--- src/rtl/axi4_lite_pkg.sv ---
// Shared definitions for the AXI4-Lite register slave: response codes, FSM state
// encodings and the byte-strobe merge helper used by the register bank.
package axi4_lite_pkg;

  localparam logic [1:0] RESP_OKAY   = 2'b00;
  localparam logic [1:0] RESP_SLVERR = 2'b10;

  typedef enum logic [1:0] {
    WR_IDLE      = 2'd0,
    WR_WAIT_DATA = 2'd1,
    WR_WAIT_ADDR = 2'd2,
    WR_RESP      = 2'd3
  } wr_state_t;

  typedef enum logic {
    RD_IDLE = 1'b0,
    RD_DATA = 1'b1
  } rd_state_t;

  function automatic logic [31:0] strb_merge(input logic [31:0] old_v,
                                             input logic [31:0] new_v,
                                             input logic [3:0]  strb);
    logic [31:0] res;
    for (int i = 0; i < 4; i++) begin
      res[8*i +: 8] = strb[i] ? new_v[8*i +: 8] : old_v[8*i +: 8];
    end
    return res;
  endfunction

endpackage

--- src/rtl/axi4_lite_reg_bank.sv ---
// NUM_REGS x 32-bit register storage with one byte-strobed write port,
// a combinational read port and a flat view of all contents.
module axi4_lite_reg_bank
  import axi4_lite_pkg::*;
#(
  parameter int          NUM_REGS  = 8,
  parameter logic [31:0] RESET_VAL = 32'h0,
  localparam int         IDX_W     = $clog2(NUM_REGS)
) (
  input  logic                     clk,
  input  logic                     rst,
  input  logic                     we,
  input  logic [IDX_W-1:0]         wr_idx,
  input  logic [31:0]              wr_data,
  input  logic [3:0]               wr_strb,
  input  logic [IDX_W-1:0]         rd_idx,
  output logic [31:0]              rd_data,
  output logic [32*NUM_REGS-1:0]   reg_flat
);

  logic [31:0] regs_r [NUM_REGS];

  // Register storage: async reset to RESET_VAL, byte-strobed update on we.
  always_ff @(posedge clk or posedge rst) begin
    if (rst) begin
      for (int i = 0; i < NUM_REGS; i++) begin
        regs_r[i] <= RESET_VAL;
      end
    end else if (we) begin
      regs_r[wr_idx] <= strb_merge(regs_r[wr_idx], wr_data, wr_strb);
    end
  end

  // Pre-edge contents, so a read captured at a commit edge returns the old value.
  assign rd_data = regs_r[rd_idx];

  for (genvar g = 0; g < NUM_REGS; g++) begin : g_flat
    assign reg_flat[32*g +: 32] = regs_r[g];
  end

endmodule

--- src/rtl/axi4_lite_slave_regs.sv ---
// AXI4-Lite slave terminating all five channels onto a register bank; independent
// write and read FSMs, SLVERR for out-of-range or read-only targets.
module axi4_lite_slave_regs
  import axi4_lite_pkg::*;
#(
  parameter int                  ADDR_W    = 32,
  parameter int                  NUM_REGS  = 8,
  parameter logic [NUM_REGS-1:0] RO_MASK   = {NUM_REGS{1'b0}},
  parameter logic [31:0]         RESET_VAL = 32'h0,
  localparam int                 IDX_W     = $clog2(NUM_REGS)
) (
  input  logic                   aclk,
  input  logic                   areset,
  input  logic [ADDR_W-1:0]      awaddr,
  input  logic [2:0]             awprot,
  input  logic                   awvalid,
  output logic                   awready,
  input  logic [31:0]            wdata,
  input  logic [3:0]             wstrb,
  input  logic                   wvalid,
  output logic                   wready,
  output logic [1:0]             bresp,
  output logic                   bvalid,
  input  logic                   bready,
  input  logic [ADDR_W-1:0]      araddr,
  input  logic [2:0]             arprot,
  input  logic                   arvalid,
  output logic                   arready,
  output logic [31:0]            rdata,
  output logic [1:0]             rresp,
  output logic                   rvalid,
  input  logic                   rready,
  output logic [32*NUM_REGS-1:0] reg_flat,
  output logic                   wr_pulse,
  output logic [IDX_W-1:0]       wr_idx
);

  wr_state_t         wr_state_r;
  rd_state_t         rd_state_r;
  logic [ADDR_W-1:0] aw_addr_r;
  logic [31:0]       w_data_r;
  logic [3:0]        w_strb_r;

  logic              aw_hs_s;
  logic              w_hs_s;
  logic              commit_s;
  logic [ADDR_W-1:0] commit_addr_s;
  logic [31:0]       commit_data_s;
  logic [3:0]        commit_strb_s;
  logic [IDX_W-1:0]  commit_idx_s;
  logic              wr_in_range_s;
  logic              wr_ok_s;
  logic [IDX_W-1:0]  rd_idx_s;
  logic              rd_in_range_s;
  logic [31:0]       bank_rd_data_s;
  logic              unused_s;

  assign aw_hs_s = awvalid & awready;
  assign w_hs_s  = wvalid & wready;

  // Select the address/data halves that complete a write this cycle.
  always_comb begin
    commit_s      = 1'b0;
    commit_addr_s = awaddr;
    commit_data_s = wdata;
    commit_strb_s = wstrb;
    case (wr_state_r)
      WR_IDLE:      commit_s = aw_hs_s & w_hs_s;
      WR_WAIT_DATA: begin
        commit_s      = w_hs_s;
        commit_addr_s = aw_addr_r;
      end
      WR_WAIT_ADDR: begin
        commit_s      = aw_hs_s;
        commit_data_s = w_data_r;
        commit_strb_s = w_strb_r;
      end
      default:      commit_s = 1'b0;
    endcase
  end

  assign commit_idx_s  = commit_addr_s[2 +: IDX_W];
  assign wr_in_range_s = (commit_addr_s >> (2 + IDX_W)) == {ADDR_W{1'b0}};
  assign wr_ok_s       = commit_s & wr_in_range_s & ~RO_MASK[commit_idx_s];
  assign rd_idx_s      = araddr[2 +: IDX_W];
  assign rd_in_range_s = (araddr >> (2 + IDX_W)) == {ADDR_W{1'b0}};
  assign unused_s      = ^{awprot, arprot, awaddr[1:0], araddr[1:0], aw_addr_r[1:0]};

  axi4_lite_reg_bank #(
    .NUM_REGS  (NUM_REGS),
    .RESET_VAL (RESET_VAL)
  ) u_bank (
    .clk      (aclk),
    .rst      (areset),
    .we       (wr_ok_s),
    .wr_idx   (commit_idx_s),
    .wr_data  (commit_data_s),
    .wr_strb  (commit_strb_s),
    .rd_idx   (rd_idx_s),
    .rd_data  (bank_rd_data_s),
    .reg_flat (reg_flat)
  );

  // Write FSM; readies are registered from the next state so they stay low in reset.
  always_ff @(posedge aclk or posedge areset) begin
    if (areset) begin
      wr_state_r <= WR_IDLE;
      awready    <= 1'b0;
      wready     <= 1'b0;
      bvalid     <= 1'b0;
      bresp      <= RESP_OKAY;
      wr_pulse   <= 1'b0;
      wr_idx     <= {IDX_W{1'b0}};
      aw_addr_r  <= {ADDR_W{1'b0}};
      w_data_r   <= 32'h0;
      w_strb_r   <= 4'h0;
    end else begin
      wr_pulse <= wr_ok_s;
      if (wr_ok_s) begin
        wr_idx <= commit_idx_s;
      end
      if (commit_s) begin
        wr_state_r <= WR_RESP;
        awready    <= 1'b0;
        wready     <= 1'b0;
        bvalid     <= 1'b1;
        bresp      <= wr_ok_s ? RESP_OKAY : RESP_SLVERR;
      end else begin
        case (wr_state_r)
          WR_IDLE: begin
            if (aw_hs_s) begin
              aw_addr_r  <= awaddr;
              wr_state_r <= WR_WAIT_DATA;
              awready    <= 1'b0;
              wready     <= 1'b1;
            end else if (w_hs_s) begin
              w_data_r   <= wdata;
              w_strb_r   <= wstrb;
              wr_state_r <= WR_WAIT_ADDR;
              awready    <= 1'b1;
              wready     <= 1'b0;
            end else begin
              awready <= 1'b1;
              wready  <= 1'b1;
            end
          end
          WR_WAIT_DATA: begin
            awready <= 1'b0;
            wready  <= 1'b1;
          end
          WR_WAIT_ADDR: begin
            awready <= 1'b1;
            wready  <= 1'b0;
          end
          WR_RESP: begin
            if (bvalid & bready) begin
              wr_state_r <= WR_IDLE;
              bvalid     <= 1'b0;
              awready    <= 1'b1;
              wready     <= 1'b1;
            end
          end
          default: begin
            wr_state_r <= WR_IDLE;
            awready    <= 1'b0;
            wready     <= 1'b0;
            bvalid     <= 1'b0;
          end
        endcase
      end
    end
  end

  // Read FSM: data and response registered at the AR handshake edge.
  always_ff @(posedge aclk or posedge areset) begin
    if (areset) begin
      rd_state_r <= RD_IDLE;
      arready    <= 1'b0;
      rvalid     <= 1'b0;
      rdata      <= 32'h0;
      rresp      <= RESP_OKAY;
    end else begin
      case (rd_state_r)
        RD_IDLE: begin
          if (arvalid & arready) begin
            rdata      <= rd_in_range_s ? bank_rd_data_s : 32'h0;
            rresp      <= rd_in_range_s ? RESP_OKAY : RESP_SLVERR;
            rvalid     <= 1'b1;
            arready    <= 1'b0;
            rd_state_r <= RD_DATA;
          end else begin
            arready <= 1'b1;
          end
        end
        RD_DATA: begin
          if (rready) begin
            rvalid     <= 1'b0;
            arready    <= 1'b1;
            rd_state_r <= RD_IDLE;
          end
        end
        default: begin
          rd_state_r <= RD_IDLE;
          arready    <= 1'b0;
          rvalid     <= 1'b0;
        end
      endcase
    end
  end

endmodule

--- config.mk ---
export PLATFORM = sky130hd
export DESIGN_NAME = axi4_lite_slave_regs
export DESIGN_NICKNAME = d
export VERILOG_FILES = /design/src/rtl/axi4_lite_pkg.sv /design/src/rtl/axi4_lite_reg_bank.sv /design/src/rtl/axi4_lite_slave_regs.sv
export SDC_FILE = /design/constraint.sdc
export NUM_CORES = 1
export LEC_CHECK = 0
export CORE_UTILIZATION = 38
export DETAILED_ROUTE_END_ITERATION = 8
export PLACE_DENSITY = 0.68
export SETUP_SLACK_MARGIN = 0.5
export SYNTH_ARGS = -nofsm -noshare
export SYNTH_HDL_FRONTEND = slang
export SYNTH_SLANG_ARGS = --single-unit
--- constraint.sdc ---
create_clock -name aclk -period 13 [get_ports aclk]
set_clock_uncertainty 0.05 [all_clocks]
set_input_delay 2.6 -clock aclk [delete_from_list [all_inputs] [get_ports aclk]]
set_output_delay 2.6 -clock aclk [all_outputs]
set_load 0.05 [all_outputs]
==> results by group <==
Status
  • Outcome: complete, no violations

Logic synthesis
  • Main flop type after synthesis: sky130_fd_sc_hd__dfrtp_1
  • Avg Synthesized Cell Area: 11.11 um^2
  • Synthesized cell area: 0.01888 mm^2
  • Post-synth EDFFs: 0
  • Post-synthesis sequential element count: 368
  • Yosys warns: 0
  • Share of Yosys cell area claimed by the top area cell type: 48.77%
  • Cell type contributing the most total cell area after synthesis: sky130_fd_sc_hd__dfrtp_1
  • Fraction of registers with async set/reset: 100.0%
  • Biggest area contributors in the synthesized netlist: sky130_fd_sc_hd__dfrtp_1 (49%), sky130_fd_sc_hd__o31ai_1 (9.9%), sky130_fd_sc_hd__mux2i_1 (8.5%)
  • Number of distinct library cell variants in the gate-level netlist after synthesis: 43
  • Share of synthesized area occupied by flip-flops and latches: 48.77%
  • Number of cells produced by synthesis: 1700

Timing
  • Upper clock frequency limit: 173.3 MHz
  • Count of final max-slew check failures: 0
  • Least-Margin Pin Slew: 1.056 ns
  • Worst slew margin: 29.42%
  • Final total negative setup slack: 0 ns
  • Final Hold Violating Endpoints: 0
  • Unrepaired setup endpoints after global routing: false
  • Tmin final: 5.772 ns
  • Share of the clock period used by the worst path after layout: 44.40%
  • Total setup violations reported at the end of the flow: 0

Clock tree
  • CTS Sinks: 368
  • Clock tree from TritonCTS: yes
  • Depth of the CTS H-tree: 2
  • Number of buffers added by the clock tree synthesis step: 42
  • CTS Buffer Depth: 3
  • Hold bufs inserted after CTS: 0
  • Buffer cell driving the clock tree root: sky130_fd_sc_hd__clkbuf_16
  • Clock insertion delay at the later pin of the skew report: 0.56 ns
  • Number of gates resized after CTS: 0
  • Post-CTS Setup Bufs: 0
  • Clock-pin slew on the worst setup and hold paths: 0.06 ns

Power and ir drop
  • Switching part of the total power: 35.85%
  • Cell leakage power: 10.21 nW
  • Internal Dissipation: 2.260 mW
  • Reported net switching power: 1.263 mW
  • Part of the power in combinational logic: 29.2%
  • Power share of the clock group: 33.2%
  • Total power divided by cell area: 143.1 mW/mm^2
  • Max IR drop VDD: 129.2 uV
  • Final Total Pwr: 3.523 mW
  • Sequential group share of total power: 37.6%

Setup path
  • Arrival time at the worst endpoint: 6.18 ns
  • Crit-path slowest cell: sky130_fd_sc_hd__buf_4
  • Largest stage delay, worst path: 0.82 ns
  • Crit Path Max Fanout: 41
  • Worst EP required: 13.40 ns
  • Cell seen most often among critical-path stages: sky130_fd_sc_hd__buf_4
  • Category of the critical setup timing path: in -> reg
  • Cell breakdown of the critical path: clkdlybuf4s50_1, mux2_4, buf_4, nand4_4, buf_4, o31ai_1
  • Kind of end point of the critical path: flop
  • Startpoint type of the worst setup path: primary input
  • Reg-to-reg setup timing slack: 8.99 ns

Die
  • Initial Util: 38.57%
  • Number of top-level design ports: 414
  • Die boundary width: 224.9 um
  • Die extent in y: 224.9 um
  • Die area: 0.05058 mm^2
  • Placeable core region: 0.04895 mm^2
  • Number of cell rows: 81

Layout
  • Final layout net count: 2131
  • Fraction of final layout cells with drive strength greater than 1: 13.90%
  • Fin util: 50.31%
  • Area growth from synthesis to final layout: 30.42%

Route
  • Starting DRT DRC Count: 1474
  • Number of nets still failing antenna checks after routing: 0
  • Number of remaining DRC errors: 0
  • Final wirelength: 67520 um
  • Average routed wire per standard cell: 24.85 um
  • Per-cell via count in the routed design: 5.807
  • Via count: 15780
  • Pre-antenna DRT Iters: 5

Place
  • # port buffers: 401
  • Gpl congestion: 0.8647
  • HPWL after detailed placement: 43930 um

Hold path
  • Worst min path class: reg -> reg

GRT
  • Antenna violations before repair: 9
  • Vias in the first global route: 15790
  • Wire length of the first global-routing pass: 101200 um
  • Overall fraction of global-route tracks in use: 26.65%
  • Pin count of the biggest net entering global routing: 171
  • Remaining Overflow, GRT: 0

Flow run
  • Number of max-cap violations: 0
[cells in the mapped netlist, types with 2 or more instances]
library cell               instances
sky130_fd_sc_hd__a21oi_1           8
sky130_fd_sc_hd__and3_1           33
sky130_fd_sc_hd__buf_1            44
sky130_fd_sc_hd__buf_2            18
sky130_fd_sc_hd__buf_4            11
sky130_fd_sc_hd__buf_6            10
sky130_fd_sc_hd__clkbuf_1         73
sky130_fd_sc_hd__dfrtp_1         368
sky130_fd_sc_hd__inv_1             5
sky130_fd_sc_hd__mux2_2           64
sky130_fd_sc_hd__mux2i_1         160
sky130_fd_sc_hd__mux4_2           64
sky130_fd_sc_hd__nand2_1         378
sky130_fd_sc_hd__nand2b_1          2
sky130_fd_sc_hd__nand3_1           5
sky130_fd_sc_hd__nand4_1           2
sky130_fd_sc_hd__nand4_2           2
sky130_fd_sc_hd__nand4_4           6
sky130_fd_sc_hd__nand4b_1          2
sky130_fd_sc_hd__nor2_1           10
sky130_fd_sc_hd__nor2b_1           2
sky130_fd_sc_hd__nor3_2           26
sky130_fd_sc_hd__nor3_4            6
sky130_fd_sc_hd__nor4_1           21
sky130_fd_sc_hd__o21a_1            4
sky130_fd_sc_hd__o21ai_0          40
sky130_fd_sc_hd__o21bai_1          2
sky130_fd_sc_hd__o22ai_1          64
sky130_fd_sc_hd__o31ai_1         248
sky130_fd_sc_hd__o31ai_2           9
[power groups by stage]
stage / sequential [mW] / combinational, mW / clock (mW)
5_1_grt: 1.34 / 1.09 / 1.25
3_3_place_gp: 1.34 / 0.997 / 0
2_1_floorplan: 1.35 / 0.700 / 0
3_5_place_dp: 1.34 / 1.02 / 0
4_1_cts: 1.32 / 1.02 / 1.20
6_report: 1.32 / 1.03 / 1.17
[metrics by stage]
| stage | cells | instance area, um^2 | worst slack, ns | hold WS (ns) |
|---|---|---|---|---|
| after floorplan | 1701 | 18890 | 5.412 | 0.3885 |
| after global placement | 2638 | 23270 | 6.749 | 0.4014 |
| after detailed placement | 2638 | 23270 | 6.650 | 0.4063 |
| after CTS | 2714 | 24620 | 7.255 | 0.4162 |
| after global routing | 2715 | 24620 | 7.103 | 0.4395 |
| final | 2717 | 24630 | 7.228 | 0.4163 |
[cells in the final DEF, fill, tap and decap left out, types with 3 or more instances in the layout]
cell type                           n
sky130_fd_sc_hd__dfrtp_1          368
sky130_fd_sc_hd__o31ai_2            9
sky130_fd_sc_hd__clkinvlp_4         4
sky130_fd_sc_hd__o21ai_0           40
sky130_fd_sc_hd__nor4_1            21
sky130_fd_sc_hd__clkdlybuf4s50_1  398
sky130_fd_sc_hd__clkbuf_8           9
sky130_fd_sc_hd__nor2_1            10
sky130_fd_sc_hd__inv_1              4
sky130_fd_sc_hd__nand3_1            4
sky130_fd_sc_hd__clkbuf_16         43
sky130_fd_sc_hd__mux4_2            64
sky130_fd_sc_hd__mux2_2            64
sky130_fd_sc_hd__buf_4             29
sky130_fd_sc_hd__nand4_4            6
sky130_fd_sc_hd__o31ai_1          248
sky130_fd_sc_hd__and3_1            33
sky130_fd_sc_hd__a21oi_1            8
sky130_fd_sc_hd__clkinv_2           4
sky130_fd_sc_hd__clkbuf_1          13
sky130_fd_sc_hd__nand2_1          377
sky130_fd_sc_hd__diode_2            3
sky130_fd_sc_hd__o22ai_1           64
sky130_fd_sc_hd__nor3_4             6
sky130_fd_sc_hd__nor3_2            26
sky130_fd_sc_hd__mux2i_1          160
[kinds of logic after synthesis]
logic type | count (synthesis) | synth area share [%]
compound gates | 380 | 14.35
mux | 290 | 20.06
other cells | 1 | 0.01986
simple gates | 500 | 12.86
flops | 368 | 48.77
buf+inv | 161 | 3.936
[routing by layer]
layer	share of wire, %	vias to the layer above	track usage (%)
met5	0.10	-	0
met4	3.3	10	9.831
met3	7.9	124	5.606
met2	47	687	42.05
met1	42	7983	36.11
li1	-	6974	-
[worst max-delay path: cells and delay by family]
kind                   cells  cell delay, ns
buffers and inverters      3            1.91
multiplexers               1            0.60
AO/OA/AOI/OAI              1            0.28
AND/OR/NAND/NOR            1            0.74
[registers in the layout, indices dropped and copies added (netlist names)]
signal           flops
rvalid               1
bvalid               1
rdata               32
u_bank.reg_flat    256
wr_state_r           2
wr_idx               3
bresp                1
wr_pulse             1
wready               1
rd_state_r           1
w_strb_r             4
w_data_r            32
awready              1
arready              1
rresp                1
aw_addr_r           30
[area by class of cell]
class | instances | area [um^2]
Timing Repair Buffer | 429 | 4227
Clock buffer | 65 | 1249
Multi-Input combinational cell | 1172 | 8982
Inverter | 5 | 22.52
Sequential cell | 368 | 9209
Fill cell | 4344 | 24320
Clock inverter | 11 | 98.84
Antenna cell | 3 | 7.507
Tap cell | 664 | 830.8
[path summary, 6_finish.rpt]
path	startpoint	end	cells past startpoint
worst max-delay path	awaddr[2]	u_bank.reg_flat[34]$_DFFE_PP0P_	6
worst min-delay path	rd_state_r$_DFF_PP0_	arready$_DFFE_PP0P_	1
worst max register to register	wr_state_r[1]$_DFFE_PP0P_	u_bank.reg_flat[34]$_DFFE_PP0P_	6
worst min register to register	rd_state_r$_DFF_PP0_	arready$_DFFE_PP0P_	1
max in group asynchronous	areset	u_bank.reg_flat[241]$_DFFE_PP0P_	4
min in group asynchronous	areset	rdata[2]$_DFFE_PP0P_	2
Power figures use the tool's default switching activity.
